File: src/rtl/sipo_deser_pkg.sv
// -----------------------------------------------------------------------------
// sipo_pkg
// Shared helpers for the serial-to-parallel deserializer.
//   cnt_w(n)        : width of a counter that must hold the value n
//   SIPO_MAX_WIDTH  : largest supported word width
// -----------------------------------------------------------------------------
package sipo_pkg;

  localparam int SIPO_MAX_WIDTH = 32;

  function automatic int cnt_w(input int n);
    return $clog2(n + 1);
  endfunction

endpackage

File: src/rtl/sipo_deser_if.sv
// -----------------------------------------------------------------------------
// sipo_deser_if
// Serial input and parallel output handshake bundle of sipo_deser.
//   enable, sof, data_in : serial bit stream (driven by the front-end)
//   out_data, out_valid  : completed word and its valid flag
//   out_ready            : consumer accept
//   overflow, parity_err : status flags
// Modports: slave = deserializer side, master = front-end/consumer side.
// -----------------------------------------------------------------------------
interface sipo_deser_if #(
  parameter int WIDTH = 8
) ();

  logic             enable;
  logic             sof;
  logic             data_in;
  logic [WIDTH-1:0] out_data;
  logic             out_valid;
  logic             out_ready;
  logic             overflow;
  logic             parity_err;

  modport slave (
    input  enable, sof, data_in, out_ready,
    output out_data, out_valid, overflow, parity_err
  );

  modport master (
    output enable, sof, data_in, out_ready,
    input  out_data, out_valid, overflow, parity_err
  );

endinterface

File: src/rtl/sipo_shift.sv
// -----------------------------------------------------------------------------
// sipo_shift
// Shift register and bit counter of the deserializer. Collects NBITS serial
// bits and flags the cycle in which the last bit arrives; the completed word
// is formed combinationally from the stored bits plus the current data_in.
// Ports:
//   clk, rst    : clock, asynchronous active-high reset
//   enable, sof : bit qualifier and start-of-frame
//   data_in     : serial bit
//   word_done   : current bit completes a word
//   word        : WIDTH data bits of the completed word, in output bit order
//   parity_bit  : last received bit (the parity bit when NBITS = WIDTH+1)
// -----------------------------------------------------------------------------
module sipo_shift
  import sipo_pkg::*;
#(
  parameter int WIDTH     = 8,
  parameter int NBITS     = 8,
  parameter bit MSB_FIRST = 1'b1
) (
  input  logic             clk,
  input  logic             rst,
  input  logic             enable,
  input  logic             sof,
  input  logic             data_in,
  output logic             word_done,
  output logic [WIDTH-1:0] word,
  output logic             parity_bit
);

  localparam int CW = cnt_w(NBITS);
  // Only NBITS-1 bits need storing: the last one is taken straight from data_in.
  localparam int SW = NBITS - 1;

  logic [CW-1:0]    cnt_reg, cnt_next;
  logic [SW-1:0]    sreg_reg, sreg_next;
  logic [CW-1:0]    bit_idx;
  logic [NBITS-1:0] full;
  logic [WIDTH-1:0] first_at_msb;

  // sof restarts the word, so the current bit is bit 0 regardless of cnt.
  assign bit_idx   = sof ? '0 : cnt_reg;
  assign word_done = enable && (bit_idx == CW'(NBITS - 1));

  always_comb begin
    cnt_next  = cnt_reg;
    sreg_next = sreg_reg;
    if (enable) begin
      cnt_next  = word_done ? '0 : bit_idx + 1'b1;
      sreg_next = sof ? SW'(data_in) : SW'({sreg_reg, data_in});
    end
  end

  always_ff @(posedge clk or posedge rst) begin
    if (rst) begin
      cnt_reg  <= '0;
      sreg_reg <= '0;
    end else begin
      cnt_reg  <= cnt_next;
      sreg_reg <= sreg_next;
    end
  end

  // Oldest bit sits at the top of full; data bits precede the parity bit.
  assign full         = {sreg_reg, data_in};
  assign first_at_msb = full[NBITS-1 -: WIDTH];
  assign parity_bit   = full[0];

  generate
    for (genvar gi = 0; gi < WIDTH; gi++) begin : g_order
      if (MSB_FIRST) begin : g_msb
        assign word[gi] = first_at_msb[gi];
      end else begin : g_lsb
        assign word[gi] = first_at_msb[WIDTH-1-gi];
      end
    end
  endgenerate

endmodule

File: src/rtl/sipo_deser.sv
// -----------------------------------------------------------------------------
// sipo_deser
// Serial-to-parallel deserializer with a registered holding word and a
// valid/ready handshake. A word completing while the previous one is still
// unaccepted is dropped and sets the sticky overflow flag.
// Optional macro SIPO_PARITY_EN: each word is followed by one even-parity bit
// and parity_err reports a mismatch for the word in out_data; when undefined,
// parity_err is tied to 0.
// Ports:
//   clk, rst : clock, asynchronous active-high reset
//   bus      : sipo_deser_if.slave (serial input, output word, handshake,
//              overflow, parity_err)
// -----------------------------------------------------------------------------
module sipo_deser
  import sipo_pkg::*;
#(
  parameter int WIDTH     = 8,
  parameter bit MSB_FIRST = 1'b1
) (
  input  logic         clk,
  input  logic         rst,
  sipo_deser_if.slave  bus
);

`ifdef SIPO_PARITY_EN
  localparam int NBITS = WIDTH + 1;
`else
  localparam int NBITS = WIDTH;
`endif

  logic             word_done;
  logic [WIDTH-1:0] word;
  logic             parity_bit;

  logic [WIDTH-1:0] out_data_reg;
  logic             out_valid_reg;
  logic             overflow_reg;
  logic             accept;
  logic             load;

  sipo_shift #(
    .WIDTH     (WIDTH),
    .NBITS     (NBITS),
    .MSB_FIRST (MSB_FIRST)
  ) u_shift (
    .clk        (clk),
    .rst        (rst),
    .enable     (bus.enable),
    .sof        (bus.sof),
    .data_in    (bus.data_in),
    .word_done  (word_done),
    .word       (word),
    .parity_bit (parity_bit)
  );

  assign accept = out_valid_reg && bus.out_ready;
  // A completing word may replace the held one in the same edge it is accepted.
  assign load   = word_done && (!out_valid_reg || bus.out_ready);

  always_ff @(posedge clk or posedge rst) begin
    if (rst) begin
      out_data_reg  <= '0;
      out_valid_reg <= 1'b0;
      overflow_reg  <= 1'b0;
    end else begin
      if (load) begin
        out_data_reg  <= word;
        out_valid_reg <= 1'b1;
      end else if (word_done) begin
        overflow_reg  <= 1'b1;
      end else if (accept) begin
        out_valid_reg <= 1'b0;
      end
    end
  end

`ifdef SIPO_PARITY_EN
  logic parity_err_reg;

  always_ff @(posedge clk or posedge rst) begin
    if (rst) begin
      parity_err_reg <= 1'b0;
    end else if (load) begin
      parity_err_reg <= (^word) ^ parity_bit;
    end
  end

  assign bus.parity_err = parity_err_reg;
`else
  // Without parity the last received bit is an ordinary data bit.
  logic parity_unused;
  assign parity_unused  = parity_bit;
  assign bus.parity_err = 1'b0;
`endif

  assign bus.out_data  = out_data_reg;
  assign bus.out_valid = out_valid_reg;
  assign bus.overflow  = overflow_reg;

endmodule

File: src/flat_wrapper.sv
// flat-port wrapper written by rule: the top's interface ports become plain ports
module sipo_deser_flat import sipo_pkg::*;
#(
  parameter int WIDTH     = 8,
  parameter bit MSB_FIRST = 1'b1
)
  (clk, rst, bus_enable, bus_sof, bus_data_in, bus_out_ready, bus_out_data, bus_out_valid, bus_overflow, bus_parity_err);
  sipo_deser_if #(.WIDTH(WIDTH)) bus_i ();
  input  logic clk;
  input  logic rst;
  input wire logic [$bits(bus_i.enable)-1:0] bus_enable;
  input wire logic [$bits(bus_i.sof)-1:0] bus_sof;
  input wire logic [$bits(bus_i.data_in)-1:0] bus_data_in;
  input wire logic [$bits(bus_i.out_ready)-1:0] bus_out_ready;
  output wire logic [$bits(bus_i.out_data)-1:0] bus_out_data;
  output wire logic [$bits(bus_i.out_valid)-1:0] bus_out_valid;
  output wire logic [$bits(bus_i.overflow)-1:0] bus_overflow;
  output wire logic [$bits(bus_i.parity_err)-1:0] bus_parity_err;
  assign bus_i.enable = bus_enable;
  assign bus_i.sof = bus_sof;
  assign bus_i.data_in = bus_data_in;
  assign bus_i.out_ready = bus_out_ready;
  assign bus_out_data = bus_i.out_data;
  assign bus_out_valid = bus_i.out_valid;
  assign bus_overflow = bus_i.overflow;
  assign bus_parity_err = bus_i.parity_err;
  sipo_deser #(.WIDTH(WIDTH), .MSB_FIRST(MSB_FIRST)) u_core (.clk(clk), .rst(rst), .bus(bus_i));
endmodule
File: config.mk
export PLATFORM = sky130hd
export DESIGN_NAME = sipo_deser_flat
export DESIGN_NICKNAME = d
export VERILOG_FILES = /design/src/rtl/sipo_deser_pkg.sv /design/src/rtl/sipo_deser_if.sv /design/src/rtl/sipo_shift.sv /design/src/rtl/sipo_deser.sv /design/src/flat_wrapper.sv
export SDC_FILE = /design/constraint.sdc
export NUM_CORES = 1
export LEC_CHECK = 0
export ABC_AREA = 1
export CAP_MARGIN = 20
export CORE_MARGIN = 2
export CORE_UTILIZATION = 45
export DETAILED_ROUTE_END_ITERATION = 10
export PLACE_DENSITY = 0.68
export SLEW_MARGIN = 20
export SYNTH_ARGS = -nofsm -noshare
export SYNTH_HDL_FRONTEND = slang
export SYNTH_SLANG_ARGS = --single-unit
File: constraint.sdc
create_clock -name clk -period 3.5 [get_ports clk]
set_clock_uncertainty 0.15 [all_clocks]
set_input_delay 1.05 -clock clk [delete_from_list [all_inputs] [get_ports clk]]
set_output_delay 1.05 -clock clk [all_outputs]
set_load 0.03 [all_outputs]
==> impl_metrics.env <==
export IMPL_met2_length_um=664
export IMPL_drc_errors=0
export IMPL_drv_cap=0
export IMPL_wl_per_cell_um=10.89
export IMPL_antenna_found_initial=0
export IMPL_groute_usage_overall_pct=15.12
export IMPL_clockPowerShare_pct=22.2
export IMPL_hold_buffers=0
export IMPL_start_util_pct=47.20
export IMPL_fmax_mhz=391.4
export IMPL_met1_length_um=758
export IMPL_ys_warn_count=0
export IMPL_dieWidth_um=48.90
export IMPL_cp_end_kind="output pin"
export IMPL_rsz0062_at_grt="false"
export IMPL_slew_viol_final=0
export IMPL_postRouteAntennaNets=0
export IMPL_finalWirelength_mm=1.536
export IMPL_clk_pin_slew_worst_paths_ns=0.12
export IMPL_setup_violations_final=0
export IMPL_num_rows=16
export IMPL_dp_hpwl_mm=1.219
export IMPL_p_per_area_nw_per_um2=468.0
export IMPL_grt_pass1_vias=625
export IMPL_die_height_um=48.90
export IMPL_cp_required_ns=2.30
export IMPL_route_met3_wl_um=70
export IMPL_p_int_mw=0.3530
export IMPL_cts_resized=0
export IMPL_slew_headroom_pct=51.13
export IMPL_worst_slack_ns=0.9453
export IMPL_post_cts_buffers=0
export IMPL_dpl_worst_slack_ns=0.8726
export IMPL_worstSetupPathType="reg2out"
export IMPL_grt_overflow=0
export IMPL_p_leak_nw=0.5597
export IMPL_hold_viol=0
export IMPL_status="completed"
export IMPL_dieArea_um2=2391
export IMPL_synth_seq_cells=21
export IMPL_cts_tree="done"
export IMPL_gp_routability_congestion=0.8162
export IMPL_vias=678
export IMPL_htree_levels=1
export IMPL_crit_family="buffers and inverters"
export IMPL_r2r_start="u_core.u_shift.cnt_reg[0]"
export IMPL_arrival_ns=1.35
export IMPL_cts_inserted_buffers=3
export IMPL_min_from="u_core.bus.out_data[6]"
export IMPL_finalSetupTns_ns=0
export IMPL_path_max_fanout=2
export IMPL_root_buffer="clkbuf_4"
export IMPL_path_cells="clkdlybuf4s50_1"
export IMPL_nNetsFinal=121
export IMPL_drt_vias_per_instance=4.809
export IMPL_grt_first_pass_wirelength_mm=2.711
export IMPL_seq_area_um2=525.5
export IMPL_syn_num_nets=104
export IMPL_startpoint="u_core.bus.out_valid"
export IMPL_clock_sinks=21
export IMPL_ir_drop_mv=0.2902
export IMPL_antenna_cells=0
export IMPL_fillCellCount=177
export IMPL_largest_reg_flops=8
export IMPL_seq_power_share_pct=55.5
export IMPL_ioPinCount=17
export IMPL_power_switching_mw=0.1629
export IMPL_multi_input_area_um2=339.1
export IMPL_fin_crit_sh_pct=72.99
export IMPL_worstSkewPairLatency_ns=0.31
export IMPL_layout_drive_gt1_share_pct=9.649
export IMPL_fin_crit_ns=2.555
export IMPL_max_stage_delay_ns=0.68
export IMPL_path_buf_inv=1
export IMPL_cp_start_kind="flop"
export IMPL_swShare_pct=31.58
export IMPL_coreArea_um2=1922
export IMPL_cts_buffer_depth=2
export IMPL_avgSynthCellArea_um2=9.256
export IMPL_port_buffers=15
export IMPL_synth_cell_types=19
export IMPL_synth_cells=98
export IMPL_tightest_slew_ns=0.7322
export IMPL_comb_power_share_pct=22.2
export IMPL_top_layer="met4"
export IMPL_area_delta_synth_final_pct=21.52
export IMPL_grt_max_degree=22
export IMPL_whs_ns=0.3346
export IMPL_final_util_pct=57.36
export IMPL_cp_slowest_cell="clkdlybuf4s50_1"
export IMPL_syn_area_um2=907.1
export IMPL_yosysSeqAreaShare_pct=57.93
export IMPL_hold_class="reg2reg"
export IMPL_dr_first_iter_drc_count=18
export IMPL_drtPass1Iterations=4
-- layer usage --
layer  track usage [%]  vias up
met5                 0        -
met4             8.571        0
met3             3.988        5
met2             22.15       19
met1             20.33      305
li1                  -      349
-- layout make-up --
type                            count  share of cell area (%)
Tap cell                           27                   3.065
Clock inverter                      1                  0.4540
Multi-Input combinational cell     68                   30.76
Timing Repair Buffer               16                   14.30
Clock buffer                        3                   2.043
Sequential cell                    21                   47.67
Inverter                            5                   1.703
-- Yosys cell counts --
cell type / count / area share, %
nand2_1: 38 / 16
dfrtp_1: 21 / 58
nand4_1: 8 / 5.5
nand3_1: 6 / 3.3
inv_1: 4 / 1.7
nor2_1: 4 / 1.7
a21oi_1: 3 / 1.7
buf_4: 2 / 1.7
o21ai_0: 2 / 1.1
buf_2: 1 / 0.55
clkbuf_1: 1 / 0.41
conb_1: 1 / 0.41
inv_2: 1 / 0.41
nand2_2: 1 / 0.69
nand3_2: 1 / 1.1
nand3_4: 1 / 1.9
nor2_4: 1 / 1.2
nor2_8: 1 / 2.2
o21bai_1: 1 / 0.83
-- logic make-up (layout without fill, tap and decap cells) --
logic type | count (synthesis) | in the layout | share of synthesized area (%)
and+or+nand+nor | 61 | 61 | 33.38
DFF | 21 | 21 | 57.93
other | 1 | 1 | 0.4134
buffers and inverters | 9 | 25 | 4.687
AOI/OAI and AO/OA | 6 | 6 | 3.586
-- final timing paths --
path	slack [ns]	to	depth (start not counted)
max	0.95	bus_out_valid	1
min	0.33	u_core.bus.out_data[6]	2
max reg2reg	2.17	u_core.bus.out_data[5]	5
min reg2reg	0.33	u_core.bus.out_data[6]	2
max in group asynchronous	1.72	u_core.u_shift.cnt_reg[0]	2
min in group asynchronous	1.00	u_core.bus.out_data[6]	2
-- power groups by stage --
stage / Clock (mW) / Combinational, mW / Sequential (mW)
final: 0.115 / 0.115 / 0.286
after global routing: 0.129 / 0.126 / 0.291
after CTS: 0.118 / 0.116 / 0.286
after detailed placement: 0 / 0.116 / 0.291
after global placement: 0 / 0.114 / 0.291
after floorplan: 0 / 0.0545 / 0.311
-- stage by stage --
stage / cell area [um^2] / instances / power (mW)
finish: 1102 / 141 / 0.5159
floorplan: 907.1 / 98 / 0.3654
global placement: 1075 / 137 / 0.4046
detailed placement: 1075 / 137 / 0.4075
global route: 1102 / 141 / 0.5448
CTS: 1102 / 141 / 0.5204
-- cells in the final DEF, fill, tap and decap left out, types with 2 or more instances in the layout --
cell / instances
dfrtp_1: 21
nand2_1: 38
inv_1: 4
nor2_1: 4
o21ai_0: 2
clkdlybuf4s50_1: 15
a21oi_1: 3
nand3_1: 6
nand4_1: 8
clkbuf_4: 3
Note: power is estimated with default switching activity, not from simulation.
